File: src/rtl/xbar_pkg.sv
// Shared definitions for the crossbar master interface.
//   - default payload widths used by the interface and its buffers
//   - AXI burst type and response encodings
//   - helper to extract the source master number from a slave-side ID
package xbar_pkg;

  localparam int unsigned ID_WIDTH_DEF        = 4;
  localparam int unsigned IDS_WIDTH_DEF       = 8;
  localparam int unsigned ADDR_WIDTH_DEF      = 32;
  localparam int unsigned LEN_WIDTH_DEF       = 4;
  localparam int unsigned SIZE_WIDTH_DEF      = 3;
  localparam int unsigned DATA_WIDTH_DEF      = 32;
  localparam int unsigned STRB_WIDTH_DEF      = 4;
  localparam int unsigned MASTERS_DEF         = 2;
  localparam int unsigned MAX_OUTSTANDING_DEF = 4;

  typedef enum logic [1:0] {
    BURST_FIXED = 2'b00,
    BURST_INCR  = 2'b01,
    BURST_WRAP  = 2'b10
  } axi_burst_e;

  typedef enum logic [1:0] {
    RESP_OKAY   = 2'b00,
    RESP_EXOKAY = 2'b01,
    RESP_SLVERR = 2'b10,
    RESP_DECERR = 2'b11
  } axi_resp_e;

  // The crossbar prepends the source master number above the master-side
  // transaction ID; shifting the ID down leaves that number in the LSBs.
  // Callers truncate the result to their master-select width.
  function automatic logic [63:0] src_master_from_id(input logic [63:0] ids,
                                                     input int unsigned id_width);
    return ids >> id_width;
  endfunction

endpackage

File: src/rtl/xbar_sync_fifo.sv
// Two-entry first-word-fall-through buffer.
//   clk, rst : clock, asynchronous active-high reset (empties the buffer)
//   push/din : write request and data; ignored while full unless a pop
//              happens in the same cycle
//   pop      : consume the head; ignored while empty
//   dout     : head entry, valid whenever empty is 0
//   empty    : no entries held
//   full     : two entries held
module xbar_sync_fifo
  import xbar_pkg::*;
#(
  parameter int unsigned WIDTH = 8
) (
  input  logic             clk,
  input  logic             rst,
  input  logic             push,
  input  logic [WIDTH-1:0] din,
  input  logic             pop,
  output logic [WIDTH-1:0] dout,
  output logic             empty,
  output logic             full
);

  logic [WIDTH-1:0] mem_q [2];
  logic             wr_ptr_q, wr_ptr_d;
  logic             rd_ptr_q, rd_ptr_d;
  logic [1:0]       count_q, count_d;
  logic             pop_ok;
  logic             push_ok;

  assign pop_ok  = pop && (count_q != 2'd0);
  // A pop in the same cycle frees the slot, so a push on a full buffer
  // is still taken.
  assign push_ok = push && ((count_q != 2'd2) || pop_ok);

  always_comb begin
    wr_ptr_d = wr_ptr_q;
    rd_ptr_d = rd_ptr_q;
    count_d  = count_q;
    if (push_ok) wr_ptr_d = ~wr_ptr_q;
    if (pop_ok)  rd_ptr_d = ~rd_ptr_q;
    if (push_ok && !pop_ok)      count_d = count_q + 2'd1;
    else if (!push_ok && pop_ok) count_d = count_q - 2'd1;
  end

  always_ff @(posedge clk or posedge rst) begin
    if (rst) begin
      wr_ptr_q <= 1'b0;
      rd_ptr_q <= 1'b0;
      count_q  <= 2'd0;
    end else begin
      wr_ptr_q <= wr_ptr_d;
      rd_ptr_q <= rd_ptr_d;
      count_q  <= count_d;
    end
  end

  // Storage needs no reset: the pointers and count define what is valid.
  always_ff @(posedge clk) begin
    if (push_ok) mem_q[wr_ptr_q] <= din;
  end

  assign dout  = mem_q[rd_ptr_q];
  assign empty = (count_q == 2'd0);
  assign full  = (count_q == 2'd2);

endmodule

File: src/rtl/xbar_master_interface.sv
// Crossbar-side master port: buffers crossbar requests toward an AXI
// slave and buffers the slave's responses back toward the crossbar.
//   ACLK, ARESET               : clock, asynchronous active-high reset
//   AR*/ar_push/ar_full        : read address requests from the crossbar
//   AW*/aw_push/aw_full        : write address requests from the crossbar
//   W*/w_push/w_full           : write data beats from the crossbar
//   R*/r_empty/r_dest_master/r_pop : read data toward the crossbar
//   B*/b_empty/b_dest_master/b_pop : write responses toward the crossbar
//   *_S                        : full AXI AR/R/AW/W/B channels to the slave
// Read and write bursts in flight are each capped at MAX_OUTSTANDING, and
// write data is only released once its address has been accepted.
module xbar_master_interface
  import xbar_pkg::*;
#(
  parameter int unsigned ID_WIDTH        = ID_WIDTH_DEF,
  parameter int unsigned IDS_WIDTH       = IDS_WIDTH_DEF,
  parameter int unsigned ADDR_WIDTH      = ADDR_WIDTH_DEF,
  parameter int unsigned LEN_WIDTH       = LEN_WIDTH_DEF,
  parameter int unsigned SIZE_WIDTH      = SIZE_WIDTH_DEF,
  parameter int unsigned DATA_WIDTH      = DATA_WIDTH_DEF,
  parameter int unsigned STRB_WIDTH      = STRB_WIDTH_DEF,
  parameter int unsigned masters         = MASTERS_DEF,
  parameter int unsigned MAX_OUTSTANDING = MAX_OUTSTANDING_DEF,
  localparam int unsigned MST_W = (masters > 1) ? $clog2(masters) : 1
) (
  input  logic                  ACLK,
  input  logic                  ARESET,
  // crossbar AR
  input  logic [IDS_WIDTH-1:0]  ARIDS,
  input  logic [ADDR_WIDTH-1:0] ARADDR,
  input  logic [LEN_WIDTH-1:0]  ARLEN,
  input  logic [SIZE_WIDTH-1:0] ARSIZE,
  input  logic [1:0]            ARBURST,
  input  logic                  ar_push,
  output logic                  ar_full,
  // crossbar AW
  input  logic [IDS_WIDTH-1:0]  AWIDS,
  input  logic [ADDR_WIDTH-1:0] AWADDR,
  input  logic [LEN_WIDTH-1:0]  AWLEN,
  input  logic [SIZE_WIDTH-1:0] AWSIZE,
  input  logic [1:0]            AWBURST,
  input  logic                  aw_push,
  output logic                  aw_full,
  // crossbar W
  input  logic [DATA_WIDTH-1:0] WDATA,
  input  logic [STRB_WIDTH-1:0] WSTRB,
  input  logic                  WLAST,
  input  logic                  w_push,
  output logic                  w_full,
  // crossbar R
  output logic [IDS_WIDTH-1:0]  RIDS,
  output logic [DATA_WIDTH-1:0] RDATA,
  output logic [1:0]            RRESP,
  output logic                  RLAST,
  output logic                  r_empty,
  output logic [MST_W-1:0]      r_dest_master,
  input  logic                  r_pop,
  // crossbar B
  output logic [IDS_WIDTH-1:0]  BIDS,
  output logic [1:0]            BRESP,
  output logic                  b_empty,
  output logic [MST_W-1:0]      b_dest_master,
  input  logic                  b_pop,
  // slave AR
  output logic [IDS_WIDTH-1:0]  ARID_S,
  output logic [ADDR_WIDTH-1:0] ARADDR_S,
  output logic [LEN_WIDTH-1:0]  ARLEN_S,
  output logic [SIZE_WIDTH-1:0] ARSIZE_S,
  output logic [1:0]            ARBURST_S,
  output logic                  ARVALID_S,
  input  logic                  ARREADY_S,
  // slave R
  input  logic [IDS_WIDTH-1:0]  RID_S,
  input  logic [DATA_WIDTH-1:0] RDATA_S,
  input  logic [1:0]            RRESP_S,
  input  logic                  RLAST_S,
  input  logic                  RVALID_S,
  output logic                  RREADY_S,
  // slave AW
  output logic [IDS_WIDTH-1:0]  AWID_S,
  output logic [ADDR_WIDTH-1:0] AWADDR_S,
  output logic [LEN_WIDTH-1:0]  AWLEN_S,
  output logic [SIZE_WIDTH-1:0] AWSIZE_S,
  output logic [1:0]            AWBURST_S,
  output logic                  AWVALID_S,
  input  logic                  AWREADY_S,
  // slave W
  output logic [DATA_WIDTH-1:0] WDATA_S,
  output logic [STRB_WIDTH-1:0] WSTRB_S,
  output logic                  WLAST_S,
  output logic                  WVALID_S,
  input  logic                  WREADY_S,
  // slave B
  input  logic [IDS_WIDTH-1:0]  BID_S,
  input  logic [1:0]            BRESP_S,
  input  logic                  BVALID_S,
  output logic                  BREADY_S
);

  localparam int unsigned CNT_W  = $clog2(MAX_OUTSTANDING + 1);
  localparam int unsigned AX_W   = IDS_WIDTH + ADDR_WIDTH + LEN_WIDTH + SIZE_WIDTH + 2;
  localparam int unsigned WB_W   = DATA_WIDTH + STRB_WIDTH + 1;
  localparam int unsigned RB_W   = IDS_WIDTH + DATA_WIDTH + 2 + 1;
  localparam int unsigned BB_W   = IDS_WIDTH + 2;
  localparam logic [CNT_W-1:0] MAX_CNT = CNT_W'(MAX_OUTSTANDING);

  logic [AX_W-1:0] ar_dout, aw_dout;
  logic [WB_W-1:0] w_dout;
  logic [RB_W-1:0] r_dout;
  logic [BB_W-1:0] b_dout;
  logic            ar_empty, aw_empty, w_empty;
  logic            r_full, b_full;

  logic [CNT_W-1:0] rd_outstanding_q, rd_outstanding_d;
  logic [CNT_W-1:0] wr_outstanding_q, wr_outstanding_d;
  logic [CNT_W-1:0] w_bursts_q, w_bursts_d;

  logic ar_hs, aw_hs, w_hs, r_hs, b_hs;
  logic r_last_hs, w_last_hs;

  // ---------------- buffers ----------------
  xbar_sync_fifo #(.WIDTH(AX_W)) u_ar_fifo (
    .clk(ACLK), .rst(ARESET), .push(ar_push),
    .din({ARIDS, ARADDR, ARLEN, ARSIZE, ARBURST}),
    .pop(ar_hs), .dout(ar_dout), .empty(ar_empty), .full(ar_full)
  );

  xbar_sync_fifo #(.WIDTH(AX_W)) u_aw_fifo (
    .clk(ACLK), .rst(ARESET), .push(aw_push),
    .din({AWIDS, AWADDR, AWLEN, AWSIZE, AWBURST}),
    .pop(aw_hs), .dout(aw_dout), .empty(aw_empty), .full(aw_full)
  );

  xbar_sync_fifo #(.WIDTH(WB_W)) u_w_fifo (
    .clk(ACLK), .rst(ARESET), .push(w_push),
    .din({WDATA, WSTRB, WLAST}),
    .pop(w_hs), .dout(w_dout), .empty(w_empty), .full(w_full)
  );

  xbar_sync_fifo #(.WIDTH(RB_W)) u_r_fifo (
    .clk(ACLK), .rst(ARESET), .push(r_hs),
    .din({RID_S, RDATA_S, RRESP_S, RLAST_S}),
    .pop(r_pop), .dout(r_dout), .empty(r_empty), .full(r_full)
  );

  xbar_sync_fifo #(.WIDTH(BB_W)) u_b_fifo (
    .clk(ACLK), .rst(ARESET), .push(b_hs),
    .din({BID_S, BRESP_S}),
    .pop(b_pop), .dout(b_dout), .empty(b_empty), .full(b_full)
  );

  // ---------------- slave-side channel control ----------------
  assign {ARID_S, ARADDR_S, ARLEN_S, ARSIZE_S, ARBURST_S} = ar_dout;
  assign {AWID_S, AWADDR_S, AWLEN_S, AWSIZE_S, AWBURST_S} = aw_dout;
  assign {WDATA_S, WSTRB_S, WLAST_S}                      = w_dout;
  assign {RIDS, RDATA, RRESP, RLAST}                      = r_dout;
  assign {BIDS, BRESP}                                    = b_dout;

  assign ARVALID_S = !ARESET && !ar_empty && (rd_outstanding_q < MAX_CNT);
  // The w_bursts guard keeps the write-data burst counter from wrapping.
  assign AWVALID_S = !ARESET && !aw_empty && (wr_outstanding_q < MAX_CNT)
                     && (w_bursts_q < MAX_CNT);
  // Write data waits until its address has gone out.
  assign WVALID_S  = !ARESET && !w_empty && (w_bursts_q != '0);
  // The buffers come out of reset empty, so readiness is masked while
  // reset is held.
  assign RREADY_S  = !ARESET && !r_full;
  assign BREADY_S  = !ARESET && !b_full;

  assign ar_hs     = ARVALID_S && ARREADY_S;
  assign aw_hs     = AWVALID_S && AWREADY_S;
  assign w_hs      = WVALID_S && WREADY_S;
  assign r_hs      = RVALID_S && RREADY_S;
  assign b_hs      = BVALID_S && BREADY_S;
  assign r_last_hs = r_hs && RLAST_S;
  assign w_last_hs = w_hs && WLAST_S;

  assign r_dest_master = MST_W'(src_master_from_id(64'(RIDS), ID_WIDTH));
  assign b_dest_master = MST_W'(src_master_from_id(64'(BIDS), ID_WIDTH));

  // ---------------- burst counters ----------------
  always_comb begin
    rd_outstanding_d = rd_outstanding_q;
    wr_outstanding_d = wr_outstanding_q;
    w_bursts_d       = w_bursts_q;

    if (ar_hs && !r_last_hs)      rd_outstanding_d = rd_outstanding_q + CNT_W'(1);
    else if (!ar_hs && r_last_hs) rd_outstanding_d = rd_outstanding_q - CNT_W'(1);

    if (aw_hs && !b_hs)           wr_outstanding_d = wr_outstanding_q + CNT_W'(1);
    else if (!aw_hs && b_hs)      wr_outstanding_d = wr_outstanding_q - CNT_W'(1);

    if (aw_hs && !w_last_hs)      w_bursts_d = w_bursts_q + CNT_W'(1);
    else if (!aw_hs && w_last_hs) w_bursts_d = w_bursts_q - CNT_W'(1);
  end

  always_ff @(posedge ACLK or posedge ARESET) begin
    if (ARESET) begin
      rd_outstanding_q <= '0;
      wr_outstanding_q <= '0;
      w_bursts_q       <= '0;
    end else begin
      rd_outstanding_q <= rd_outstanding_d;
      wr_outstanding_q <= wr_outstanding_d;
      w_bursts_q       <= w_bursts_d;
    end
  end

endmodule

File: config.mk
export PLATFORM = sky130hd
export DESIGN_NAME = xbar_master_interface
export DESIGN_NICKNAME = d
export VERILOG_FILES = /design/src/rtl/xbar_pkg.sv /design/src/rtl/xbar_sync_fifo.sv /design/src/rtl/xbar_master_interface.sv
export SDC_FILE = /design/constraint.sdc
export NUM_CORES = 1
export LEC_CHECK = 0
export BUFFER_PORTS_ARGS = -buffer_cell sky130_fd_sc_hd__buf_2
export CAP_MARGIN = 20
export CORE_ASPECT_RATIO = 0.75
export CORE_MARGIN = 2
export CORE_UTILIZATION = 53
export CTS_CLUSTER_SIZE = 24
export DETAILED_ROUTE_END_ITERATION = 16
export PLACE_DENSITY_LB_ADDON = 0.12
export SYNTH_ARGS = -nofsm -noshare
export SYNTH_HDL_FRONTEND = slang
export SYNTH_SLANG_ARGS = --single-unit
File: constraint.sdc
create_clock -name ACLK -period 4.5 [get_ports ACLK]
set_input_delay 0.675 -clock ACLK [delete_from_list [all_inputs] [get_ports ACLK]]
set_output_delay 0.675 -clock ACLK [all_outputs]
set_load 0.05 [all_outputs]
# After elaboration in Yosys (flattened, before gate mapping)
# Memories as Yosys holds them, arrays and structs flattened.
# Index checks and enable logic that the tools add are counted.
[totals]
latch_bits = 0
output_inout_bits = 200
n_memories = 5
register_bits = 29
elab_cells = 175
mem_bits_ro = 0
ram_bits = 376
input_bits = 200
[memory_table]
columns = ["memory", "depth", "word_bits", "read_ports", "rd_clocked_by_memory_dff", "write_ports", "line_no", "text"]
rows = [
  ["u_ar_fifo.mem_q", 2, 49, 1, 0, 1, "xbar_sync_fifo.sv:24", "logic [WIDTH-1:0] mem_q [2];"],
  ["u_aw_fifo.mem_q", 2, 49, 1, 0, 1, "xbar_sync_fifo.sv:24", ""],
  ["u_r_fifo.mem_q", 2, 43, 1, 0, 1, "xbar_sync_fifo.sv:24", ""],
  ["u_w_fifo.mem_q", 2, 37, 1, 0, 1, "xbar_sync_fifo.sv:24", ""],
  ["u_b_fifo.mem_q", 2, 10, 1, 0, 1, "xbar_sync_fifo.sv:24", ""],
]
[classes]
reduce_logical = 87
order_cmp = 3
multipliers = 0
eq_ne = 10
muxes = 26
shifts = 0
div_mod_pow = 0
addsub = 16
bitwise_logic = 10
[op_table]
columns = ["op", "n"]
rows = [
  ["1-bit logical AND", 42],
  ["2-bit nonzero test", 13],
  ["1-bit logical NOT", 21],
  ["2-bit 2-to-1 mux", 10],
  ["3-bit 2-to-1 mux", 6],
  ["2-bit by 1-bit adder with 2-bit output, second input constant", 5],
  ["2-bit == test, second input constant", 5],
  ["2-bit logical NOT", 5],
  ["1-bit 2-to-1 mux", 10],
  ["2-bit inequality test, second input constant", 5],
  ["1-bit NOT", 10],
  ["2-bit by 1-bit subtractor with 2-bit output, second input constant", 5],
  ["3-bit by 1-bit adder with 3-bit output, second input constant", 3],
  ["3-bit < comparator, second input constant", 3],
  ["3-bit by 1-bit subtractor with 3-bit output, second input constant", 3],
  ["1-bit logical OR", 5],
  ["3-bit nonzero test", 1],
]

# Logic depth before layout (Yosys ltp)
# Gate-level depths: netlist of run 1.
[logic_depth]
depth_word = 13
ltp_mapped = 10
depth_no_buf = 9

# By module
# From an unflattened synthesis of run 1, not the netlist that was laid out.
[unflattened]
cells_unflattened = 736
hier_area_um2 = 16019.1
[by_module_without_submodules]
columns = ["module", "n_inst", "cells_each", "area_each_um2", "seq_area_each_um2"]
rows = [
  ["xbar_sync_fifo at u_ar_fifo ...", 2, 173, 4012.6, 3042.9],
  ["xbar_sync_fifo at u_r_fifo", 1, 154, 3524.6, 2682.6],
  ["xbar_sync_fifo at u_w_fifo", 1, 135, 2965.3, 2322.2],
  ["xbar_sync_fifo at u_b_fifo", 1, 51, 943.4, 700.7],
  ["xbar_master_interface", 1, 50, 560.5, 225.2],
]

# Worst setup path before layout of run 1
# OpenSTA, ideal clock, no wires.
[synth_timing]
path_type = "reg2reg"
startpoint = "register u_w_fifo.count_q[1]"
endpoint = "memory u_w_fifo.mem_q[0][0] (netlist name), enable pin"
period_less_slack_ns = 4.154
path_buffers = 0
path_slack_ns = 0.346
setup_ns = 0.491
arrival_time_ns = 3.663
required_ns = 4.009
stages_incl_launch_ff = 3
cell_sequence = "dfrtp_1 > nor2b_1 > o32ai_1"
[synth_via]
elab_chain_len = 10
elab_cells_between_ends = 12
classes_between = "1 x eq/ne; 2 x mux; 9 x reduce/logical"
[synth_lines]
columns = ["element", "line_no", "text"]
rows = [
  ["start: declaration", "xbar_sync_fifo.sv:27", "logic [1:0] count_q, count_d;"],
  ["start signal: assignment", "xbar_sync_fifo.sv:54", "count_q <= count_d;"],
  ["2-bit logical NOT", "xbar_sync_fifo.sv:64", "assign empty = (count_q == 2'd0);"],
  ["1-bit logical NOT", "xbar_master_interface.sv:164", "assign WVALID_S = !ARESET && !w_empty && (w_bursts_q != '0);"],
  ["1-bit logical AND (2 in series)", "xbar_master_interface.sv:164", ""],
  ["1-bit logical AND", "xbar_master_interface.sv:172", "assign w_hs = WVALID_S && WREADY_S;"],
  ["1-bit logical AND", "xbar_sync_fifo.sv:31", "assign pop_ok = pop && (count_q != 2'd0);"],
  ["1-bit logical OR (*)", "xbar_sync_fifo.sv:34", "assign push_ok = push && ((count_q != 2'd2) || pop_ok);"],
  ["1-bit logical AND (*)", "xbar_sync_fifo.sv:34", ""],
  ["1-bit 2-to-1 mux (*)", "xbar_sync_fifo.sv:60", "if (push_ok) mem_q[wr_ptr_q] <= din;"],
  ["1-bit 2-to-1 mux (implied by the code) (*)", "xbar_sync_fifo.sv:60", ""],
  ["end: declaration", "xbar_sync_fifo.sv:24", ""],
]
# Mark *: on every way between the ends. The rest lies on a longest branch, timed or not.

# Final worst setup path of run 1
[layout_timing]
startpoint = "register u_r_fifo.rd_ptr_q"
endpoint = "output RIDS[6]"
[layout_via]
elab_chain_len = 1
[layout_lines]
columns = ["element", "line_no", "text"]
rows = [
  ["start: declaration", "xbar_sync_fifo.sv:26", "logic rd_ptr_q, rd_ptr_d;"],
  ["start signal: assignment", "xbar_sync_fifo.sv:53", "rd_ptr_q <= rd_ptr_d;"],
  ["memory read 2 x 43 bit", "n/a", ""],
  ["end: declaration", "xbar_master_interface.sv:51", "output logic [IDS_WIDTH-1:0] RIDS,"],
]
# No other way between the ends.

==> flow_summary_export.csv, run 1 <==
group,metric,value,unit
timing,timing.fmax,322,MHz
floorplan,design.die.area,30000,µm²
drt,drt_drc_violations_left,0,
cts,clockBufferDepth,3,
cts,cts_tree,"built",
cts,clock-root-buffer,"clkbuf_16",
layout,final_layout_size_suffix_gt1_share,56.0,%
synthesis,postSynthRegisterBits,405,
drt,post_drt_wl_per_cell,18.9,µm
worst_setup_path,worst_setup_path_start_kind,"register",
layout,register_area,12000,µm²
worst_setup_path,crit_path_end_kind,"output port",
drt,routed-via-count,7869,
grt,grt_first_pass_wirelength,43.4,mm
timing,setup-tns-final,0,ns
timing,report.final.setup_viol,0,
synthesis,mappedNetlistArea,15200,µm²
synthesis,synth_edf_count,376,
hold_path,min_path_cells,1,
placed_design,number_of_i_o_port_buffers,399,
worst_setup_path,reg2reg_slack,2.12,ns
synthesis,synth.yosys.warnings,0,
floorplan,chipWidth,199,µm
synthesis,mappedNetlistNets,948,
timing,layout_worst_path_cycle_share,69.0,%
timing,rsz0062_at_grt,"false",
floorplan,std_cell_rows,53,
timing,finalHoldViolations,0,
drt,detailedRoute.firstIterationViolations,369,
layout,multi_input_area,3020,µm²
hold_path,hold_path.class,"in -> reg",
synthesis,synth_top_cell_by_area,"edfxtp_1",
cts,clkSlewWorstSetupHoldPaths,0.06,ns
layout,layout_nets,1377,
power_and_ir_drop,static-leakage-power,7.22,nW
grt,first_global_vias,7981,
layout,layout.filler_cells,1980,
grt,total_routing_resource_utilization_after_global_routing,19.3,%
timing,final_period_minus_worst_setup_slack,3.11,ns
status,outcome,"finished clean",
layout,layout.cells.most_common_list,"buf_2 (399), edfxtp_1 (376), mux2_2 (181), clkbuf_16 (41), dfrtp_1 (27)",
timing,finalMaxSlewViolations,0,
placed_design,gp_congestion,0.740,
floorplan,fp.coreArea,28100,µm²
worst_setup_path,worst_setup_path_category,"reg -> out",
grt,overflow,0,
worst_setup_path,timing.rr.start,"w_bursts_q[2]",
synthesis,postSynthAreaPerCell,20.6,µm²
grt,grt_max_degree,44,
timing,max-slew-margin-rel,31.2,%
cts,clock_insertion_delay_worst_skew,0.52,ns
synthesis,syn_inst_count,737,
placed_design,placedCellCount,1510,
drt,route.antenna.remaining_nets,0,
cts,numCtsBuffers,39,
cts,cts_htree_levels,2,
cts,hold_buffers_post_cts,0,
worst_setup_path,worst-endpoint-required,3.83,ns
placed_design,detailed_place_hpwl,21.1,mm
floorplan,start_util,54.0,%
worst_setup_path,reg2regPathDepth,4,
grt,antenna_found_initial,8,
cts,post-cts-setup-buffers,0,
drt,viasPerCell,4.97,
cts,cts_resized,0,
run,max_cap_violations,0,
synthesis,synthFlopType,"edfxtp_1",
worst_setup_path,crit_reg_reg_endpoint,"u_aw_fifo.mem_q[0][33]",
drt,dr.pass1.iters,4,
timing,final.setup_skew,0.00828,ns
cts,cts.sink_count,405,
worst_setup_path,timing.critical_path.fanout_max,28,
synthesis,synth_top_area_share,74.4,%
floorplan,io_pins,400,
synthesis,synth.yosys.seq_area_share,79.1,%
layout,post_layout_nonfiller_instances,1582,
floorplan,chipHeight,151,µm
timing,timing_worst_slew_pin_value,1.03,ns
layout,area_delta_synth_final,24.6,%
timing,worst_hold_margin,0.338,ns
power_and_ir_drop,highest_ir_drop_seen_on_vdd,0.479,mV
synthesis,synth_cell_type_count,38,
worst_setup_path,crit_end,"RIDS[6]",
layout,mostFrequentLayoutCell,"buf_2",
synthesis,biggest_area_contributors_in_the_synthesized_netlist,"edfxtp_1 (74%), mux2_2 (13%), dfrtp_1 (4.8%)",
drt,wl,30.0,mm
synthesis,synth_async_sr_flop_share,7.16,%
timing,final_setup_margin,1.39,ns
power_and_ir_drop,powerDensity,765,nW/µm²
worst_setup_path,critPathArrivalTime,2.43,ns
worst_setup_path,crit_start,"u_r_fifo.rd_ptr_q",
placed_design,dp_worst_setup_slack,1.56,ns
[per-layer routing]
layer / GRT usage, % / wire length, µm
met5: 0 / 21
met4: 6.33 / 708
met3: 8.22 / 3080
met2: 31.5 / 14300
met1: 23.5 / 11900
[worst min-delay path by stage]
stage	to	startpoint	slack, ns
2_1_floorplan	u_r_fifo.wr_ptr_q	u_r_fifo.wr_ptr_q	0.46
3_3_place_gp	u_w_fifo.count_q[1]	u_w_fifo.count_q[1]	0.48
3_5_place_dp	u_ar_fifo.count_q[1]	u_ar_fifo.count_q[1]	0.48
4_1_cts	u_w_fifo.mem_q[0][27]	WDATA[22]	0.31
5_1_grt	u_w_fifo.mem_q[0][24]	WDATA[19]	0.31
6_report	u_w_fifo.mem_q[1][34]	WDATA[29]	0.34
[registers in the layout, summed over array words and instances (netlist names), 2 cells and up]
signal             cells
u_b_fifo.mem_q        20
wr_outstanding_q       3
u_b_fifo.count_q       2
w_bursts_q             3
u_w_fifo.mem_q        74
rd_outstanding_q       3
u_w_fifo.count_q       2
u_r_fifo.mem_q        86
u_aw_fifo.count_q      2
u_aw_fifo.mem_q       98
u_ar_fifo.mem_q       98
u_ar_fifo.count_q      2
u_r_fifo.count_q       2
[logic make-up after synthesis]
group,Yosys count,synth area share [%]
mux,191,14.2
simple gates,41,1.68
buf+inv,44,1.35
flops,405,79.1
xor+xnor,33,1.95
compound gates,12,0.643
fa+ha+maj,11,1.05
[synthesized netlist by cell type (2+ instances only)]
library cell and number:
and2_1 2, buf_2 20, buf_4 2, clkbuf_1 2, dfrtp_1 29, edfxtp_1 376, fa_1 3, ha_1 8
inv_1 15, inv_2 4, mux2_1 10, mux2_2 181, nand2_1 3, nand2b_1 2, nor2_1 19, nor2b_1 4
nor3_1 3, nor4b_4 2, o21ai_1 3, xnor2_1 14, xor2_1 18
[critical path, cell delays in order (launching register included)]
cell and delay (ns):
dfrtp_1 0.83, buf_4 0.48, mux2_2 0.39, buf_2 0.21
[final cells by class]
class,instances,area share (%)
Inverter,19,0.377
Tap cell,385,2.55
Clock inverter,15,0.662
Antenna cell,7,0.0926
Timing Repair Buffer,413,11.1
Sequential cell,405,63.5
Multi-Input combinational cell,288,16.0
Clock buffer,50,5.71
[report_power, final]
group	switching [mW]	internal [mW]
Sequential	0.433	5.10
Clock	1.28	1.80
Combinational	4.21	1.65
Total	5.92	8.55
[metrics by stage]
stage	total power [mW]	utilization, %	instance area [µm²]
2_1_floorplan	10.2	-	15200
3_3_place_gp	11.5	62.9	17700
3_5_place_dp	11.5	62.9	17700
4_1_cts	14.6	67.2	18900
5_1_grt	15.1	67.2	18900
6_report	14.5	67.3	18900
No activity file was read; power rests on OpenSTA's default activity.
==> run 2: changes to the inputs <==
Clock period 4.5 ns to 2.9 ns, I/O delays scaled along.
==> run 2 against run 1 <==
Largest cell class unchanged. Cell count grew 0.19%. Via count is 0.51% higher. Global-route usage fell by 0.86 points. Highest routed layer unchanged.
==> flow_summary_export.csv, run 2 (synthesis results as in run 1) <==
group,metric,value,unit
status,outcome,"finished clean",
drt,viasPerCell,4.99,
timing,worst_hold_margin,0.116,ns
timing,setup-tns-final,0,ns
drt,detailedRoute.firstIterationViolations,392,
layout,layout.cells.most_common_list,"buf_2 (399), edfxtp_1 (376), mux2_2 (181), clkbuf_16 (41), dfrtp_1 (26)",
power_and_ir_drop,switching_share,40.2,%
worst_setup_path,timing.critical_path.fanout_max,43,
grt,grt_first_pass_wirelength,42.0,mm
worst_setup_path,timing.rr.start,"w_bursts_q[2]",
timing,final_period_minus_worst_setup_slack,2.43,ns
grt,grt_max_degree,51,
worst_setup_path,reg2reg_slack,0.71,ns
drt,dr.pass1.iters,4,
timing,report.final.setup_viol,0,
timing,final_setup_margin,0.467,ns
floorplan,chipWidth,199,µm
layout,register_area,12000,µm²
power_and_ir_drop,internal_power,13.5,mW
cts,numCtsBuffers,39,
run,max_cap_violations,0,
worst_setup_path,crit_path_end_kind,"output port",
layout,largest_registers,"u_ar_fifo.mem_q x98, u_aw_fifo.mem_q x98, u_r_fifo.mem_q x86",
timing,finalMaxSlewViolations,0,
timing,rsz0062_at_grt,"false",
cts,clock_insertion_delay_worst_skew,0.50,ns
timing,timing_worst_slew_pin_value,0.580,ns
timing,max-slew-margin-rel,61.3,%
floorplan,start_util,54.0,%
layout,multi_input_area,3020,µm²
layout,final_layout_size_suffix_gt1_share,55.9,%
drt,route.antenna.remaining_nets,0,
cts,clkSlewWorstSetupHoldPaths,0.06,ns
placed_design,detailed_place_hpwl,20.0,mm
drt,routed-via-count,7909,
layout,area_delta_synth_final,25.7,%
drt,wl,29.0,mm
grt,antenna_found_initial,8,
floorplan,io_pins,400,
floorplan,std_cell_rows,53,
timing,layout_worst_path_cycle_share,83.9,%
cts,clockBufferDepth,3,
power_and_ir_drop,power,22.7,mW
placed_design,number_of_i_o_port_buffers,399,
layout,layout_nets,1380,
cts,cts_htree_levels,2,
placed_design,gp_congestion,0.732,
grt,overflow,0,
grt,total_routing_resource_utilization_after_global_routing,18.5,%
placed_design,dp_worst_setup_slack,0.547,ns
drt,drt_drc_violations_left,0,
layout,mostFrequentLayoutCell,"buf_2",
cts,cts_tree,"built",
hold_path,hold_path.class,"in -> reg",
power_and_ir_drop,total_switching_power,9.12,mW
cts,cts_resized,0,
power_and_ir_drop,static-leakage-power,7.28,nW
power_and_ir_drop,powerDensity,1190,nW/µm²
worst_setup_path,crit_start,"u_r_fifo.rd_ptr_q",
timing,timing.fmax,411,MHz
power_and_ir_drop,comb_power_share,41.3,%
worst_setup_path,worst_setup_path_start_kind,"register",
power_and_ir_drop,clock_power_share,21.7,%
floorplan,fp.coreArea,28100,µm²
floorplan,design.die.area,30000,µm²
timing,final.setup_skew,0.00977,ns
cts,clock-root-buffer,"clkbuf_16",
cts,hold_buffers_post_cts,0,
cts,cts.sink_count,405,
worst_setup_path,worst-endpoint-required,2.47,ns
worst_setup_path,critPathArrivalTime,2.00,ns
layout,layout.filler_cells,1976,
floorplan,chipHeight,151,µm
power_and_ir_drop,highest_ir_drop_seen_on_vdd,0.804,mV
placed_design,placedInstanceArea,17800,µm²
cts,post-cts-setup-buffers,0,
hold_path,min-delay-start,"AWADDR[19]",
layout,final_design_area_no_fill,19100,µm²
power_and_ir_drop,power.share.sequential,37.1,%
drt,post_drt_wl_per_cell,18.3,µm
grt,first_global_vias,8058,
timing,finalHoldViolations,0,
worst_setup_path,worst_setup_path_category,"reg -> out",
-- run 2: cell count changes in the layout (fill, tap and decap cells not counted) --
cell / before / now
clkinv_1: 7 / 8
dfrtp_1: 27 / 26
buf_4: 14 / 9
bufinv_16: 2 / 4
clkinv_2: 3 / 1
dfrtp_2: 2 / 3
clkinv_4: 1 / 0
diode_2: 7 / 6
clkinvlp_4: 2 / 0
clkbuf_1: 7 / 10
buf_12: 0 / 8
-- run 2: power groups by stage --
stage               combinational, mW  clock (mW)  sequential [mW]
global placement                 9.41           0             8.45
floorplan                        7.42           0             8.41
detailed placement               9.44           0             8.53
CTS                              9.47        5.03             8.42
global route                     9.83        5.24             8.54
finish                           9.35        4.91             8.41
-- run 2: stage by stage --
stage,cells,utilization (%)
after global placement,1513,63.4
after floorplan,737,-
after CTS,1579,67.8
after global routing,1582,67.8
final,1585,67.8
after detailed placement,1513,63.4
-- run 2: worst max-delay path, cell delays in order (launching register included) --
cell	delay, ns
dfrtp_2	0.36
buf_4	0.48
mux2_2	0.41
buf_2	0.21
-- run 2: worst paths after layout --
path,end,cells after the start
worst max-delay path,r_dest_master,3
worst min-delay path,u_aw_fifo.mem_q[0][28],1
worst max register to register,wr_outstanding_q[2],8
worst min register to register,u_r_fifo.rd_ptr_q,1
max in group asynchronous,u_r_fifo.rd_ptr_q,3
min in group asynchronous,u_r_fifo.count_q[1],3
-- run 2: area by class of cell --
| class | instances | area share [%] |
|---|---|---|
| Multi-Input combinational cell | 288 | 15.8 |
| Clock buffer | 53 | 5.72 |
| Sequential cell | 405 | 63.0 |
| Clock inverter | 13 | 0.813 |
| Antenna cell | 6 | 0.0787 |
| Inverter | 19 | 0.374 |
| Tap cell | 385 | 2.53 |
| Timing Repair Buffer | 416 | 11.7 |
-- run 2: per-layer routing --
layer  vias up  routed length, µm  part of all wire, %  GRT usage [%]
li1       3718                  -                    -              -
met1      3844              11100                   38           22.0
met2       275              14300                   49           30.8
met3        64               2720                  9.3           7.12
met4         8                837                  2.9           6.81
met5         -                 54                 0.19              0
